==> src/rtl/newton_iter_sequencer.sv <==
// Consumer-side sequencer for a Newton/Broyden iteration datapath: loads the initial state, feeds
// back captured outputs and stops on ULP convergence or budget. NR_SEQ_NAN_ABORT_EN adds a NaN/Inf abort.
module newton_iter_sequencer #(
    parameter int unsigned MAX_ITER = 64,
    parameter int unsigned TOL_ULP  = 16,
    parameter int unsigned MIN_WAIT = 940
) (
    input  logic         clk,
    input  logic         rst,
    input  logic         start,
    input  logic [95:0]  init_x,
    input  logic [383:0] init_invJ,
    input  logic [95:0]  iter_x,
    input  logic [383:0] iter_invJ,
    input  logic         iter_stb,
    output logic [95:0]  cur_x,
    output logic [383:0] cur_invJ,
    output logic [95:0]  result_x,
    output logic [15:0]  iter_count,
    output logic         busy,
    output logic         done,
    output logic         converged,
    output logic         aborted
);

    typedef enum logic [2:0] {StIdle, StLoad, StWait, StCheck, StDone} state_e;

    localparam logic [15:0] MinWait = 16'(MIN_WAIT);
    localparam logic [15:0] MaxIter = 16'(MAX_ITER);
    localparam logic [31:0] TolUlp  = 32'(TOL_ULP);

    state_e         state_q, state_d;
    logic [95:0]    cur_x_q, cur_x_d;
    logic [383:0]   cur_invj_q, cur_invj_d;
    logic [95:0]    cap_x_q, cap_x_d;
    logic [383:0]   cap_invj_q, cap_invj_d;
    logic [95:0]    result_x_q, result_x_d;
    logic [15:0]    guard_q, guard_d;
    logic [15:0]    iter_count_q, iter_count_d;
    logic           busy_q, busy_d;
    logic           done_q, done_d;
    logic           converged_q, converged_d;
`ifdef NR_SEQ_NAN_ABORT_EN
    logic           aborted_q, aborted_d;
    logic           cap_non_finite;
`endif
    logic           within_tol;

    // Sign-magnitude float mapped onto a monotonic unsigned line; +0 and -0 share one point.
    function automatic logic [31:0] ord(input logic [31:0] v);
        ord = v[31] ? (32'h8000_0000 - {1'b0, v[30:0]}) : {1'b1, v[30:0]};
    endfunction

    function automatic logic [31:0] abs_diff(input logic [31:0] a, input logic [31:0] b);
        abs_diff = (a >= b) ? (a - b) : (b - a);
    endfunction

    always_comb begin
        within_tol = 1'b1;
        for (int i = 0; i < 3; i++) begin
            if (abs_diff(ord(cap_x_q[32*i +: 32]), ord(cur_x_q[32*i +: 32])) > TolUlp) begin
                within_tol = 1'b0;
            end
        end
    end

`ifdef NR_SEQ_NAN_ABORT_EN
    always_comb begin
        cap_non_finite = 1'b0;
        for (int i = 0; i < 3; i++) begin
            if (cap_x_q[32*i+23 +: 8] == 8'hFF) begin
                cap_non_finite = 1'b1;
            end
        end
    end
`endif

    always_comb begin
        state_d      = state_q;
        cur_x_d      = cur_x_q;
        cur_invj_d   = cur_invj_q;
        cap_x_d      = cap_x_q;
        cap_invj_d   = cap_invj_q;
        result_x_d   = result_x_q;
        guard_d      = guard_q;
        iter_count_d = iter_count_q;
        converged_d  = converged_q;
`ifdef NR_SEQ_NAN_ABORT_EN
        aborted_d    = aborted_q;
`endif

        unique case (state_q)
            StIdle: begin
                if (start) begin
                    iter_count_d = 16'd0;
                    converged_d  = 1'b0;
`ifdef NR_SEQ_NAN_ABORT_EN
                    aborted_d    = 1'b0;
`endif
                    state_d      = StLoad;
                end
            end
            StLoad: begin
                cur_x_d    = init_x;
                cur_invj_d = init_invJ;
                guard_d    = 16'd0;
                state_d    = StWait;
            end
            StWait: begin
                if (guard_q != MinWait) begin
                    guard_d = guard_q + 16'd1;
                end
                // Strobes before the settle guard expires belong to a stale input and are dropped.
                if (iter_stb && (guard_q == MinWait)) begin
                    cap_x_d      = iter_x;
                    cap_invj_d   = iter_invJ;
                    iter_count_d = iter_count_q + 16'd1;
                    state_d      = StCheck;
                end
            end
            StCheck: begin
`ifdef NR_SEQ_NAN_ABORT_EN
                if (cap_non_finite) begin
                    aborted_d   = 1'b1;
                    converged_d = 1'b0;
                    result_x_d  = cur_x_q;
                    state_d     = StDone;
                end else
`endif
                if (within_tol) begin
                    converged_d = 1'b1;
                    result_x_d  = cap_x_q;
                    state_d     = StDone;
                end else if (iter_count_q == MaxIter) begin
                    converged_d = 1'b0;
                    result_x_d  = cap_x_q;
                    state_d     = StDone;
                end else begin
                    cur_x_d    = cap_x_q;
                    cur_invj_d = cap_invj_q;
                    guard_d    = 16'd0;
                    state_d    = StWait;
                end
            end
            StDone: begin
                state_d = StIdle;
            end
            default: begin
                state_d = StIdle;
            end
        endcase

        busy_d = (state_d == StLoad) || (state_d == StWait) || (state_d == StCheck);
        done_d = (state_d == StDone);
    end

    always_ff @(posedge clk) begin
        if (!rst) begin
            state_q      <= StIdle;
            cur_x_q      <= '0;
            cur_invj_q   <= '0;
            cap_x_q      <= '0;
            cap_invj_q   <= '0;
            result_x_q   <= '0;
            guard_q      <= '0;
            iter_count_q <= '0;
            busy_q       <= 1'b0;
            done_q       <= 1'b0;
            converged_q  <= 1'b0;
`ifdef NR_SEQ_NAN_ABORT_EN
            aborted_q    <= 1'b0;
`endif
        end else begin
            state_q      <= state_d;
            cur_x_q      <= cur_x_d;
            cur_invj_q   <= cur_invj_d;
            cap_x_q      <= cap_x_d;
            cap_invj_q   <= cap_invj_d;
            result_x_q   <= result_x_d;
            guard_q      <= guard_d;
            iter_count_q <= iter_count_d;
            busy_q       <= busy_d;
            done_q       <= done_d;
            converged_q  <= converged_d;
`ifdef NR_SEQ_NAN_ABORT_EN
            aborted_q    <= aborted_d;
`endif
        end
    end

    assign cur_x      = cur_x_q;
    assign cur_invJ   = cur_invj_q;
    assign result_x   = result_x_q;
    assign iter_count = iter_count_q;
    assign busy       = busy_q;
    assign done       = done_q;
    assign converged  = converged_q;
`ifdef NR_SEQ_NAN_ABORT_EN
    assign aborted    = aborted_q;
`else
    assign aborted    = 1'b0;
`endif

endmodule

==> config.mk <==
export PLATFORM = sky130hd
export DESIGN_NAME = newton_iter_sequencer
export DESIGN_NICKNAME = d
export VERILOG_FILES = /design/src/rtl/newton_iter_sequencer.sv
export SDC_FILE = /design/constraint.sdc
export NUM_CORES = 2
export LEC_CHECK = 0
export ABC_AREA = 1
export CORE_AREA = 2 2 615 617
export CTS_BUF_LIST = sky130_fd_sc_hd__clkbuf_16
export DETAILED_ROUTE_END_ITERATION = 8
export DIE_AREA = 0 0 617 619
export PLACE_DENSITY = 0.46
export SYNTH_ARGS = -nofsm -noshare
export SYNTH_HDL_FRONTEND = slang
export SYNTH_SLANG_ARGS = --single-unit
==> constraint.sdc <==
create_clock -name clk -period 9.2 [get_ports clk]
set_input_delay 1.84 -clock clk [delete_from_list [all_inputs] [get_ports clk]]
set_output_delay 1.84 -clock clk [all_outputs]
set_load 0.03 [all_outputs]
==> results by group <==
Status
  • Result of the run: complete, no violations

Logic synthesis
  • Fraction of registers with async set/reset: 0%
  • Top_reg_cell synth: dfxtp_1
  • Mean Syn Cell Area: 6.566 um2
  • Yosys top cell by area: dfxtp_1
  • Distinct cells, synth: 49
  • Area contributors post-synth: dfxtp_1, nand2_1, inv_1
  • Syn nets: 10960
  • EDFF count, synth: 0
  • Seq cells post-synth: 1094
  • Post-synth top area share: 34.07%
  • Synth warnings: 0
  • Post-synthesis cell area: 0.06429 mm2
  • Register area share after synthesis: 34.07%
  • Post-Synthesis Cells: 9791

Floorplanning
  • Starting Density: 17.16%
  • Die Y: 619 um
  • I/O pin cnt: 1560
  • Site Rows: 225
  • Die X: 617 um
  • Core box area: 0.3747 mm2
  • Die footprint: 0.3819 mm2

STA
  • RSZ-0062 raised after global routing: false
  • Post-layout min period: 8.237 ns
  • Final Hold Fails: 0
  • Tcrit/Tclk final: 89.53%
  • Final slew viol count: 0
  • WHS: 0.4512 ns
  • Clock skew: 0.08429 ns
  • Setup violators final: 0
  • Worst rel slew slack: 12.02%
  • Fmax: 121.4 MHz
  • Worst setup margin: 0.9632 ns
  • Setup TNS Final: 0 ns
  • Least-Margin Pin Slew: 1.306 ns

Global route
  • Vias in the first global route: 65048
  • Gr usage total: 18.75%
  • Largest net degree at the start of global routing: 162
  • Grt met2 use: 32.27%
  • M3 GR Usage: 4.654%
  • Met1 Use GR: 22.09%
  • First-pass GRT wire length: 511000 um
  • Remaining Overflow, GRT: 0
  • Initial antenna violation count: 136
  • Top Usage Layer GRT: met2

Clock network
  • Clk_lat worst skew: 0.86 ns
  • Clk slew on worst S/H paths: 0.06 ns
  • Hold-fix buffers at CTS: 0
  • H-tree depth: 4
  • Resized Gates After CTS: 0
  • CTS Root Cell: clkbuf_16
  • Post-CTS setup repair buffer count: 0
  • Clock buffer count from CTS: 150
  • CTS sink count: 1094
  • Clock Path Buffers: 4
  • TritonCTS clock tree: done

Drt
  • Routed Antenna Nets: 0
  • Router iterations before antenna repair: 6
  • Vias per inst: 4.125
  • DRC Markers: 0
  • WL per Instance: 22.91 um
  • WL final: 374000 um
  • Starting DRC count in detailed routing: 4842
  • DR vias: 67325

Placed design
  • GPL Wtd Cong: 0.9260
  • Post-DP HPWL: 304200 um
  • Place WS: 0.8681 ns
  • PortBufs: 1558
  • Placed Cells: 15978

Final layout
  • Area of the multi-input gates: 0.03526 mm2
  • Storage cell area: 0.02190 mm2
  • Area delta synth->final: 40.35%
  • Final net count: 12305
  • Share of layout cells above drive strength 1: 5.405%
  • Layout Cells excl Fill: 16320
  • Fill count: 42339

Hold path
  • Hold depth: 2
  • Hold/Removal Path Class: reg -> reg

Critical path
  • Critical Path AT: 8.93 ns
  • Worst Path Required: 9.90 ns
  • Worst setup path category: reg -> reg
  • Top cell by count, worst path: nand2_1
  • Crit path max fanout: 43
  • Slowest library cell on the worst path: nor2_1
  • Crit end category: flop
  • Slowest stage delay, CP: 0.62 ns
  • Buf+Inv Stages, Crit Path: 8
  • CP Launch Type: flop
  • R2r worst-path depth: 38
  • Critical path depth: 38
  • Crit path max-delay family: simple AND/OR/NAND/NOR gates

Power and ir drop
  • Pleak: 38.63 nW
  • Pwr dens: 169.9 mW/mm2
  • Worst vdd ir: 128.1 uV

Run
  • Max Cap Viol: 0
[cells by family (layout without fill, tap and decap cells)]
| family | count (synthesis) | count (layout) | share of synthesized area (%) |
|---|---|---|---|
| other | 1 | 78 | 0.005833 |
| AND/OR/NAND/NOR | 4602 | 4602 | 28.58 |
| AO/OA/AOI/OAI | 1436 | 1436 | 12.56 |
| XOR/XNOR | 238 | 238 | 3.242 |
| adder cells (fa/ha/maj) | 205 | 205 | 4.060 |
| buffers and inverters | 1807 | 3265 | 11.14 |
| flip-flops | 1094 | 1094 | 34.07 |
| multiplexers | 408 | 408 | 6.352 |
[final cells by class]
class | instances | area share [%]
Multi-Input combinational cell | 6890 | 39.08
Sequential cell | 1094 | 24.27
Timing Repair Buffer | 1676 | 18.70
Tap cell | 4994 | 6.925
Inverter | 1324 | 5.524
Clock buffer | 151 | 4.188
Clock inverter | 114 | 1.101
Antenna cell | 77 | 0.2135
[sequential cells by signal (all words and copies together), names as in the netlist]
signal	cells
iter_count	16
cap_invj_q	384
result_x	96
cur_invJ	384
state_q	3
guard_q	16
busy	1
converged	1
done	1
cur_x	96
cap_x_q	96
[where the power goes]
part / internal [W] / switching (W) / leakage [nW] / total (W)
sequential: 0.00490 / 0.000121 / 8.89 / 0.00502
clock: 0.00332 / 0.00255 / 2.43 / 0.00587
combinational: 0.00157 / 0.00286 / 27.3 / 0.00444
total: 0.00979 / 0.00553 / 38.6 / 0.0153
[metrics by stage]
stage	total power, W	cell area (um2)	utilization (%)
3_3_place_gp	0.009561	85270	22.76
6_report	0.01533	90230	24.08
4_1_cts	0.01552	90040	24.03
2_1_floorplan	0.007682	64290	-
3_5_place_dp	0.009545	85270	22.76
5_1_grt	0.01614	90180	24.07
[layer usage]
metal	share of wire, %	wire (um)	vias to the layer above
met3	6.9	25990	466
li1	-	-	33387
met4	3.9	14640	38
met2	48	181300	1963
met1	41	151800	31471
met5	0.066	245	-
[final timing paths]
| kind | startpoint | slack (ns) | end |
|---|---|---|---|
| min reg2reg | cap_x_q[69]$_SDFFE_PN0P_ | 0.45 | result_x[69]$_SDFFE_PN0P_ |
| max reg2reg | cap_x_q[32]$_SDFFE_PN0P_ | 0.96 | cur_invJ[183]$_SDFFE_PN0P_ |
| max | cap_x_q[32]$_SDFFE_PN0P_ | 0.96 | cur_invJ[183]$_SDFFE_PN0P_ |
| min | cap_x_q[69]$_SDFFE_PN0P_ | 0.45 | result_x[69]$_SDFFE_PN0P_ |
[worst register-to-register path: cells and delay by family, from the launching register on]
family          cells  cell delay (ns)
compound gates      2             0.66
xor+xnor            1             0.27
fa+ha+maj           2             0.60
buf+inv             8             1.45
flops               1             0.40
simple gates       25             4.71
[placed cells by master, fill, tap and decap left out, drive strengths merged, types with 4 or more instances in the layout]
cell type / synthesis / final
a211oi: 4 / 4
a21oi: 746 / 746
a31oi: 9 / 9
and2: 6 / 6
buf: 201 / 119
bufinv: 0 / 11
clkbuf: 282 / 151
clkdlybuf4s50: 0 / 1557
clkinv: 5 / 60
clkinvlp: 0 / 6
dfxtp: 1094 / 1094
diode: 0 / 77
fa: 6 / 6
ha: 199 / 199
inv: 1319 / 1361
mux2i: 408 / 408
nand2: 2839 / 2839
nand3: 362 / 362
nand3b: 8 / 8
nand4: 90 / 90
nor2: 1155 / 1155
nor3: 82 / 82
nor3b: 7 / 7
nor4: 16 / 16
o21a: 6 / 6
o21ai: 633 / 633
o21bai: 25 / 25
o31ai: 7 / 7
or2: 35 / 35
xnor2: 19 / 19
xor2: 219 / 219
[synthesized netlist by cell type, types with 27 or more instances]
cell,count
buf_1,53
or2_2,34
dfxtp_1,1094
nor3_1,80
xor2_1,219
ha_1,199
buf_2,112
a21oi_2,200
buf_6,27
nand4_1,89
inv_1,1294
nand2_1,2828
nand3_1,362
mux2i_1,408
clkbuf_1,281
o21ai_0,621
a21oi_1,546
nor2_1,1140
(Power assumes the default switching activity.)
